## config.mk

```make
export PLATFORM = sky130hd
export DESIGN_NAME = sd_cmd_responder_flat
export DESIGN_NICKNAME = d
export VERILOG_FILES = /design/src/rtl/sd_cmd_responder_if.sv /design/src/rtl/sd_cmd_responder.sv /design/src/flat_wrapper.sv
export SDC_FILE = /design/constraint.sdc
export NUM_CORES = 1
export LEC_CHECK = 0
export CAP_MARGIN = 10
export CORE_MARGIN = 4
export CORE_UTILIZATION = 50
export DETAILED_ROUTE_END_ITERATION = 7
export PLACE_DENSITY = 0.72
export SYNTH_ARGS = -nofsm -noshare
export SYNTH_HDL_FRONTEND = slang
export SYNTH_SLANG_ARGS = --single-unit
```

## constraint.sdc

```tcl
create_clock -name clk -period 5.1 [get_ports clk]
set_input_delay 0.765 -clock clk [delete_from_list [all_inputs] [get_ports clk]]
set_output_delay 0.765 -clock clk [all_outputs]
set_load 0.05 [all_outputs]
```

## src/rtl/sd_cmd_responder_if.sv

```systemverilog
// SD CMD-line bundle: host-side line sampling/driving plus the command/response handshake.
// slave = card responder, master = whatever drives the line and supplies responses.
interface sd_cmd_responder_if;
    logic        sd_cmdIn;
    logic        sd_cmdOut;
    logic        sd_cmdOutActive;
    logic        cmd_valid;
    logic        cmd_err;
    logic [5:0]  cmd_index;
    logic [31:0] cmd_arg;
    logic        resp_ready;
    logic        resp_valid;
    logic [5:0]  resp_index;
    logic [31:0] resp_arg;
    logic        resp_nocrc;
    logic        busy;

    modport slave (
        input  sd_cmdIn, resp_valid, resp_index, resp_arg, resp_nocrc,
        output sd_cmdOut, sd_cmdOutActive, cmd_valid, cmd_err, cmd_index, cmd_arg,
               resp_ready, busy
    );

    modport master (
        output sd_cmdIn, resp_valid, resp_index, resp_arg, resp_nocrc,
        input  sd_cmdOut, sd_cmdOutActive, cmd_valid, cmd_err, cmd_index, cmd_arg,
               resp_ready, busy
    );
endinterface

```

## src/rtl/sd_cmd_responder.sv

```systemverilog
// SD card CMD responder: 48-bit command RX with CRC7 check, then a 48-bit response NCR clocks after acceptance.
// cmd_valid/cmd_err one clock after the end bit; responses are only taken while resp_ready (WAIT_RESP) is high.
module sd_cmd_responder #(
    parameter int NCR          = 2,
    parameter int RESP_TIMEOUT = 64
) (
    input  logic              clk,
    input  logic              rst,
    sd_cmd_responder_if.slave sd
);
    localparam int WW = ($clog2(RESP_TIMEOUT) > 4) ? $clog2(RESP_TIMEOUT) : 4;
    localparam logic [WW-1:0] TMO_LAST = WW'(RESP_TIMEOUT - 1);
    localparam logic [WW-1:0] NCR_LAST = WW'(NCR - 1);

    typedef enum logic [2:0] {S_IDLE, S_RX, S_WAIT_RESP, S_NCR_WAIT, S_TX} state_t;

    function automatic logic [6:0] crc7_step(input logic [6:0] c, input logic b);
        logic fb;
        fb = c[6] ^ b;
        return {c[5:0], 1'b0} ^ (fb ? 7'h09 : 7'h00);
    endfunction

    state_t        state_q, state_d;
    logic [5:0]    rx_cnt_q, rx_cnt_d;
    logic [46:0]   rx_sh_q, rx_sh_d;
    logic [6:0]    crc_q, crc_d;
    logic [5:0]    tx_cnt_q, tx_cnt_d;
    logic [39:0]   tx_sh_q, tx_sh_d;
    logic          nocrc_q, nocrc_d;
    logic [WW-1:0] wait_cnt_q, wait_cnt_d;
    logic          out_q, out_d;
    logic          oe_q, oe_d;
    logic          cmd_valid_q, cmd_valid_d;
    logic          cmd_err_q, cmd_err_d;
    logic [5:0]    cmd_index_q, cmd_index_d;
    logic [31:0]   cmd_arg_q, cmd_arg_d;
    logic          resp_ready_q, resp_ready_d;
    logic          busy_q, busy_d;
    logic [47:0]   frame;

    always_comb begin
        state_d     = state_q;
        rx_cnt_d    = rx_cnt_q;
        rx_sh_d     = rx_sh_q;
        crc_d       = crc_q;
        tx_cnt_d    = tx_cnt_q;
        tx_sh_d     = tx_sh_q;
        nocrc_d     = nocrc_q;
        wait_cnt_d  = wait_cnt_q;
        out_d       = 1'b1;
        oe_d        = 1'b0;
        cmd_valid_d = 1'b0;
        cmd_err_d   = 1'b0;
        cmd_index_d = cmd_index_q;
        cmd_arg_d   = cmd_arg_q;
        frame       = {rx_sh_q, sd.sd_cmdIn};

        case (state_q)
            S_IDLE: begin
                if (!sd.sd_cmdIn) begin
                    state_d  = S_RX;
                    rx_cnt_d = 6'd1;
                    rx_sh_d  = '0;
                    crc_d    = 7'd0;
                end
            end
            S_RX: begin
                rx_sh_d  = frame[46:0];
                rx_cnt_d = rx_cnt_q + 6'd1;
                if (rx_cnt_q < 6'd40) begin
                    crc_d = crc7_step(crc_q, sd.sd_cmdIn);
                end
                // frame[0] is the end bit arriving on this very clock
                if (rx_cnt_q == 6'd47) begin
                    if (!frame[47] && frame[46] && frame[0] && (frame[7:1] == crc_q)) begin
                        cmd_valid_d = 1'b1;
                        cmd_index_d = frame[45:40];
                        cmd_arg_d   = frame[39:8];
                        state_d     = S_WAIT_RESP;
                        wait_cnt_d  = '0;
                    end else begin
                        cmd_err_d = 1'b1;
                        state_d   = S_IDLE;
                    end
                end
            end
            S_WAIT_RESP: begin
                if (sd.resp_valid) begin
                    tx_sh_d    = {2'b00, sd.resp_index, sd.resp_arg};
                    nocrc_d    = sd.resp_nocrc;
                    state_d    = S_NCR_WAIT;
                    wait_cnt_d = '0;
                end else if (wait_cnt_q == TMO_LAST) begin
                    state_d = S_IDLE;
                end else begin
                    wait_cnt_d = wait_cnt_q + WW'(1);
                end
            end
            S_NCR_WAIT: begin
                if (wait_cnt_q == NCR_LAST) begin
                    state_d  = S_TX;
                    oe_d     = 1'b1;
                    out_d    = tx_sh_q[39];
                    crc_d    = crc7_step(7'd0, tx_sh_q[39]);
                    tx_sh_d  = {tx_sh_q[38:0], 1'b0};
                    tx_cnt_d = 6'd1;
                end else begin
                    wait_cnt_d = wait_cnt_q + WW'(1);
                end
            end
            S_TX: begin
                // tx_cnt_q is the index of the bit being set up for the next clock
                oe_d     = 1'b1;
                tx_cnt_d = tx_cnt_q + 6'd1;
                if (tx_cnt_q < 6'd40) begin
                    out_d   = tx_sh_q[39];
                    crc_d   = crc7_step(crc_q, tx_sh_q[39]);
                    tx_sh_d = {tx_sh_q[38:0], 1'b0};
                end else if (tx_cnt_q < 6'd47) begin
                    out_d = nocrc_q | crc_q[6];
                    crc_d = {crc_q[5:0], 1'b0};
                end else if (tx_cnt_q == 6'd47) begin
                    out_d = 1'b1;
                end else begin
                    oe_d     = 1'b0;
                    tx_cnt_d = tx_cnt_q;
                    state_d  = S_IDLE;
                end
            end
            default: state_d = S_IDLE;
        endcase

        resp_ready_d = (state_d == S_WAIT_RESP);
        busy_d       = (state_d != S_IDLE);
    end

    always_ff @(posedge clk) begin
        if (rst) begin
            state_q      <= S_IDLE;
            rx_cnt_q     <= '0;
            rx_sh_q      <= '0;
            crc_q        <= '0;
            tx_cnt_q     <= '0;
            tx_sh_q      <= '0;
            nocrc_q      <= 1'b0;
            wait_cnt_q   <= '0;
            out_q        <= 1'b1;
            oe_q         <= 1'b0;
            cmd_valid_q  <= 1'b0;
            cmd_err_q    <= 1'b0;
            cmd_index_q  <= '0;
            cmd_arg_q    <= '0;
            resp_ready_q <= 1'b0;
            busy_q       <= 1'b0;
        end else begin
            state_q      <= state_d;
            rx_cnt_q     <= rx_cnt_d;
            rx_sh_q      <= rx_sh_d;
            crc_q        <= crc_d;
            tx_cnt_q     <= tx_cnt_d;
            tx_sh_q      <= tx_sh_d;
            nocrc_q      <= nocrc_d;
            wait_cnt_q   <= wait_cnt_d;
            out_q        <= out_d;
            oe_q         <= oe_d;
            cmd_valid_q  <= cmd_valid_d;
            cmd_err_q    <= cmd_err_d;
            cmd_index_q  <= cmd_index_d;
            cmd_arg_q    <= cmd_arg_d;
            resp_ready_q <= resp_ready_d;
            busy_q       <= busy_d;
        end
    end

    assign sd.sd_cmdOut       = out_q;
    assign sd.sd_cmdOutActive = oe_q;
    assign sd.cmd_valid       = cmd_valid_q;
    assign sd.cmd_err         = cmd_err_q;
    assign sd.cmd_index       = cmd_index_q;
    assign sd.cmd_arg         = cmd_arg_q;
    assign sd.resp_ready      = resp_ready_q;
    assign sd.busy            = busy_q;
endmodule

```

## src/flat_wrapper.sv

```systemverilog
// flat-port wrapper written by rule: the top's interface ports become plain ports
module sd_cmd_responder_flat 
#(
    parameter int NCR          = 2,
    parameter int RESP_TIMEOUT = 64
)
  (clk, rst, sd_sd_cmdIn, sd_resp_valid, sd_resp_index, sd_resp_arg, sd_resp_nocrc, sd_sd_cmdOut, sd_sd_cmdOutActive, sd_cmd_valid, sd_cmd_err, sd_cmd_index, sd_cmd_arg, sd_resp_ready, sd_busy);
  sd_cmd_responder_if sd_i ();
  input  logic clk;
  input  logic rst;
  input wire logic [$bits(sd_i.sd_cmdIn)-1:0] sd_sd_cmdIn;
  input wire logic [$bits(sd_i.resp_valid)-1:0] sd_resp_valid;
  input wire logic [$bits(sd_i.resp_index)-1:0] sd_resp_index;
  input wire logic [$bits(sd_i.resp_arg)-1:0] sd_resp_arg;
  input wire logic [$bits(sd_i.resp_nocrc)-1:0] sd_resp_nocrc;
  output wire logic [$bits(sd_i.sd_cmdOut)-1:0] sd_sd_cmdOut;
  output wire logic [$bits(sd_i.sd_cmdOutActive)-1:0] sd_sd_cmdOutActive;
  output wire logic [$bits(sd_i.cmd_valid)-1:0] sd_cmd_valid;
  output wire logic [$bits(sd_i.cmd_err)-1:0] sd_cmd_err;
  output wire logic [$bits(sd_i.cmd_index)-1:0] sd_cmd_index;
  output wire logic [$bits(sd_i.cmd_arg)-1:0] sd_cmd_arg;
  output wire logic [$bits(sd_i.resp_ready)-1:0] sd_resp_ready;
  output wire logic [$bits(sd_i.busy)-1:0] sd_busy;
  assign sd_i.sd_cmdIn = sd_sd_cmdIn;
  assign sd_i.resp_valid = sd_resp_valid;
  assign sd_i.resp_index = sd_resp_index;
  assign sd_i.resp_arg = sd_resp_arg;
  assign sd_i.resp_nocrc = sd_resp_nocrc;
  assign sd_sd_cmdOut = sd_i.sd_cmdOut;
  assign sd_sd_cmdOutActive = sd_i.sd_cmdOutActive;
  assign sd_cmd_valid = sd_i.cmd_valid;
  assign sd_cmd_err = sd_i.cmd_err;
  assign sd_cmd_index = sd_i.cmd_index;
  assign sd_cmd_arg = sd_i.cmd_arg;
  assign sd_resp_ready = sd_i.resp_ready;
  assign sd_busy = sd_i.busy;
  sd_cmd_responder #(.NCR(NCR), .RESP_TIMEOUT(RESP_TIMEOUT)) u_core (.clk(clk), .rst(rst), .sd(sd_i));
endmodule
```

==> flow_metrics.tcl <==
set metrics [dict create \
    status "complete, no violations" \
    max_freq_mhz 321 \
    rr_startpoint "u_core.state_q[0]" \
    finalSetupViolCount 0 \
    swShare 0.220 \
    fin_util 0.627 \
    via_per_inst 5.50 \
    dr.pass1.iters 5 \
    startpoint_type "register" \
    clkPwrFrac 0.450 \
    fp-row-count 41 \
    totalWireLength_mm 14.5 \
    synth_common_cells "dfxtp_1 (160), nand2_1 (151), a21oi_1 (106), nand3_1 (64), nor2_1 (52)" \
    netlist_area_mm2 0.00654 \
    die_w_um 122 \
    reg2reg_depth 6 \
    clock_sinks 160 \
    regToRegEndpoint "u_core.wait_cnt_q[0]" \
    yosysWarnings 0 \
    ir_drop_mv 0.166 \
    required_ns 5.40 \
    drv_slew 0 \
    arrival_ns 3.41 \
    hold_slack_ns 0.451 \
    cp-end-kind "register" \
    finalCritPeriodShare 0.610 \
    comb_power_share 0.052 \
    grt_pass1_wl_mm 24.4 \
    synthFlopType "dfxtp_1" \
    vias 5606 \
    cts.htree.levels 4 \
    ys_ff_latch 160 \
    cts_resized 0 \
    setup_tns_ns 0 \
    drc 0 \
    cts_buffers 17 \
    clk_path_buf_depth 2 \
    synth_edf_count 0 \
    holdPathEnd "u_core.sd.cmd_arg[4]" \
    dieArea_mm2 0.0150 \
    ff_latch_area_mm2 0.00320 \
    final_area_mm2 0.00798 \
    yosysUniqueCellTypes 52 \
    grt_use_total 0.200 \
    postCtsHoldBufs 0 \
    hpwlAfterDp_mm 9.52 \
    n_antenna_cell 0 \
    clk_latency_ns 0.42 \
    holdPathStages 2 \
    power.switching_mw 0.558 \
    synth_nets 828 \
    critPathKind "reg2reg" \
    dpl_worst_slack_ns 1.97 \
    skew_ns 0.00518 \
    gp_routability_congestion 0.839 \
    avgSynthCellArea_um2 8.37 \
    ant_nets 0 \
    core_area_mm2 0.0127 \
    p_per_area_mw_per_mm2 317 \
    dr.first_iter.drc_count 507 \
    overflow 0 \
    cts_tree "yes" \
    hp-class "reg2reg" \
    worstHoldStart "u_core.sd.cmd_arg[4]" \
    fin_crit_ns 3.11 \
    relSlewSlack 0.389 \
    place_area_mm2 0.00745 \
    io_pins 87 \
    port_buffers 86 \
    critPathMaxFanout 59 \
    cts_root_buffer "clkbuf_16" \
    tightest_slew_ns 0.916 \
    first_global_vias 5269 \
    area_delta_synth_final_pct 22.1 \
    drive_above_1_share 0.0567 \
    grt_antenna_before_repair 0 \
    netlist.area_leader.share 0.490 \
    yosys-top-cells-area "dfxtp_1 (49%), nand2_1 (8.7%), a21oi_1 (8.1%)" \
    r2r_slack_ns 1.99 \
    p_leak_nw 2.83 \
    pwr-share-seq 0.498 \
    synth_most_common_cell "dfxtp_1" \
    die_h_um 122 \
    hold_viol 0 \
    synthArstFlopShare 0 \
    wl_per_cell_um 14.3 \
    postCtsSetupBuffers 0 \
    p_int_mw 1.97 \
    syn_inst 781 \
    clk_pin_slew_ns 0.06 \
    nets 882 \
    finalWorstSetupSlack_ns 1.99 \
    fillers 1151 \
    multi_input_area_mm2 0.00310 \
    ys_seq_area_frac 0.490 \
    grt_setup_unrepaired "no" \
    start_util 0.514 \
    netlist.top_cell.by_area "dfxtp_1" \
    cap_violations 0 \
    grt_max_degree 93 \
]
metal layers:
| layer | vias to the layer above | track usage | wire (um) |
|---|---|---|---|
| li1 | 2856 | - | - |
| met1 | 2572 | 0.254 | 6420 |
| met2 | 157 | 0.329 | 6970 |
| met3 | 21 | 0.0484 | 899 |
| met4 | 0 | 0.0791 | 239 |
| met5 | - | 0 | 0 |
registers in the layout, summed over array words and instances, names as in the netlist:
| signal | count |
|---|---|
| u_core.sd.sd_cmdOut | 1 |
| u_core.nocrc_q | 1 |
| u_core.sd.busy | 1 |
| u_core.sd.cmd_err | 1 |
| u_core.crc_q | 7 |
| u_core.sd.resp_ready | 1 |
| u_core.rx_cnt_q | 6 |
| u_core.sd.cmd_index | 6 |
| u_core.tx_sh_q | 40 |
| u_core.rx_sh_q | 47 |
| u_core.sd.cmd_arg | 32 |
| u_core.sd.cmd_valid | 1 |
| u_core.tx_cnt_q | 6 |
| u_core.wait_cnt_q | 6 |
| u_core.state_q | 3 |
| u_core.sd.sd_cmdOutActive | 1 |
worst max-delay path, cell delays in order, from the launching register on:
cell and delay [ns]:
dfxtp_1 0.59, or3b_2 0.48, buf_4 0.30, or4_4 0.60
or4_4 0.65, nand2b_1 0.24, o22ai_1 0.11
how the worst max path moves through the flow:
stage          cells after the start              start                     to  slack, ns
6_report                           6  u_core.state_q[0]   u_core.wait_cnt_q[0]       1.99
5_1_grt                            7  u_core.state_q[0]  u_core.sd.cmd_arg[24]       1.79
4_1_cts                            6  u_core.state_q[0]   u_core.wait_cnt_q[0]       1.97
3_5_place_dp                       6  u_core.state_q[0]   u_core.wait_cnt_q[0]       1.97
3_3_place_gp                       6  u_core.state_q[0]   u_core.wait_cnt_q[0]       2.07
2_1_floorplan                      7  u_core.state_q[0]  u_core.sd.cmd_arg[10]       2.81
layout make-up:
type                       count  area share
inverter                       5     0.00235
multi-input combinational    557       0.388
tap                          172      0.0270
sequential                   160       0.401
clock buffer                  26      0.0625
timing repair buffer          94       0.115
clock inverter                 5     0.00376
metrics by stage:
step | total power [mW] | instances
detailed placement | 1.42 | 988
global route | 2.62 | 1019
finish | 2.53 | 1019
floorplan | 1.36 | 781
CTS | 2.55 | 1019
global placement | 1.42 | 988
cells by family (layout without fill, tap and decap cells):
| group | count (synthesis) | in the layout | share of synthesized area |
|---|---|---|---|
| adder cells (fa/ha/maj) | 4 | 4 | 0.00765 |
| AO/OA/AOI/OAI | 191 | 191 | 0.175 |
| buffers and inverters | 64 | 130 | 0.0409 |
| multiplexers | 37 | 37 | 0.0566 |
| AND/OR/NAND/NOR | 313 | 313 | 0.214 |
| flip-flops | 160 | 160 | 0.490 |
| XOR/XNOR | 12 | 12 | 0.0161 |
cells in the final DEF (no fill, tap or decap), types with 3 or more instances in the layout:
master	n
buf_4	9
clkdlybuf4s50_1	85
nand2_1	151
clkinv_2	3
nor2_1	52
a21oi_1	105
nand2b_1	3
nor2b_1	4
a211oi_1	38
inv_1	5
nor4_1	6
clkbuf_8	4
dfxtp_1	160
and3_1	4
a31o_2	3
a31oi_1	5
ha_1	4
xnor2_1	11
nand3b_1	3
mux2i_1	37
nor3_1	9
clkbuf_16	17
o21ai_0	17
clkbuf_1	5
nand3_1	64
power by group through the flow:
stage	registers [mW]	clock network [mW]	logic [mW]
after floorplan	1.29	0	0.0762
after global placement	1.29	0	0.128
after detailed placement	1.29	0	0.131
after CTS	1.26	1.16	0.132
after global routing	1.26	1.21	0.144
final	1.26	1.14	0.131
Power figures use the tool's default switching activity.
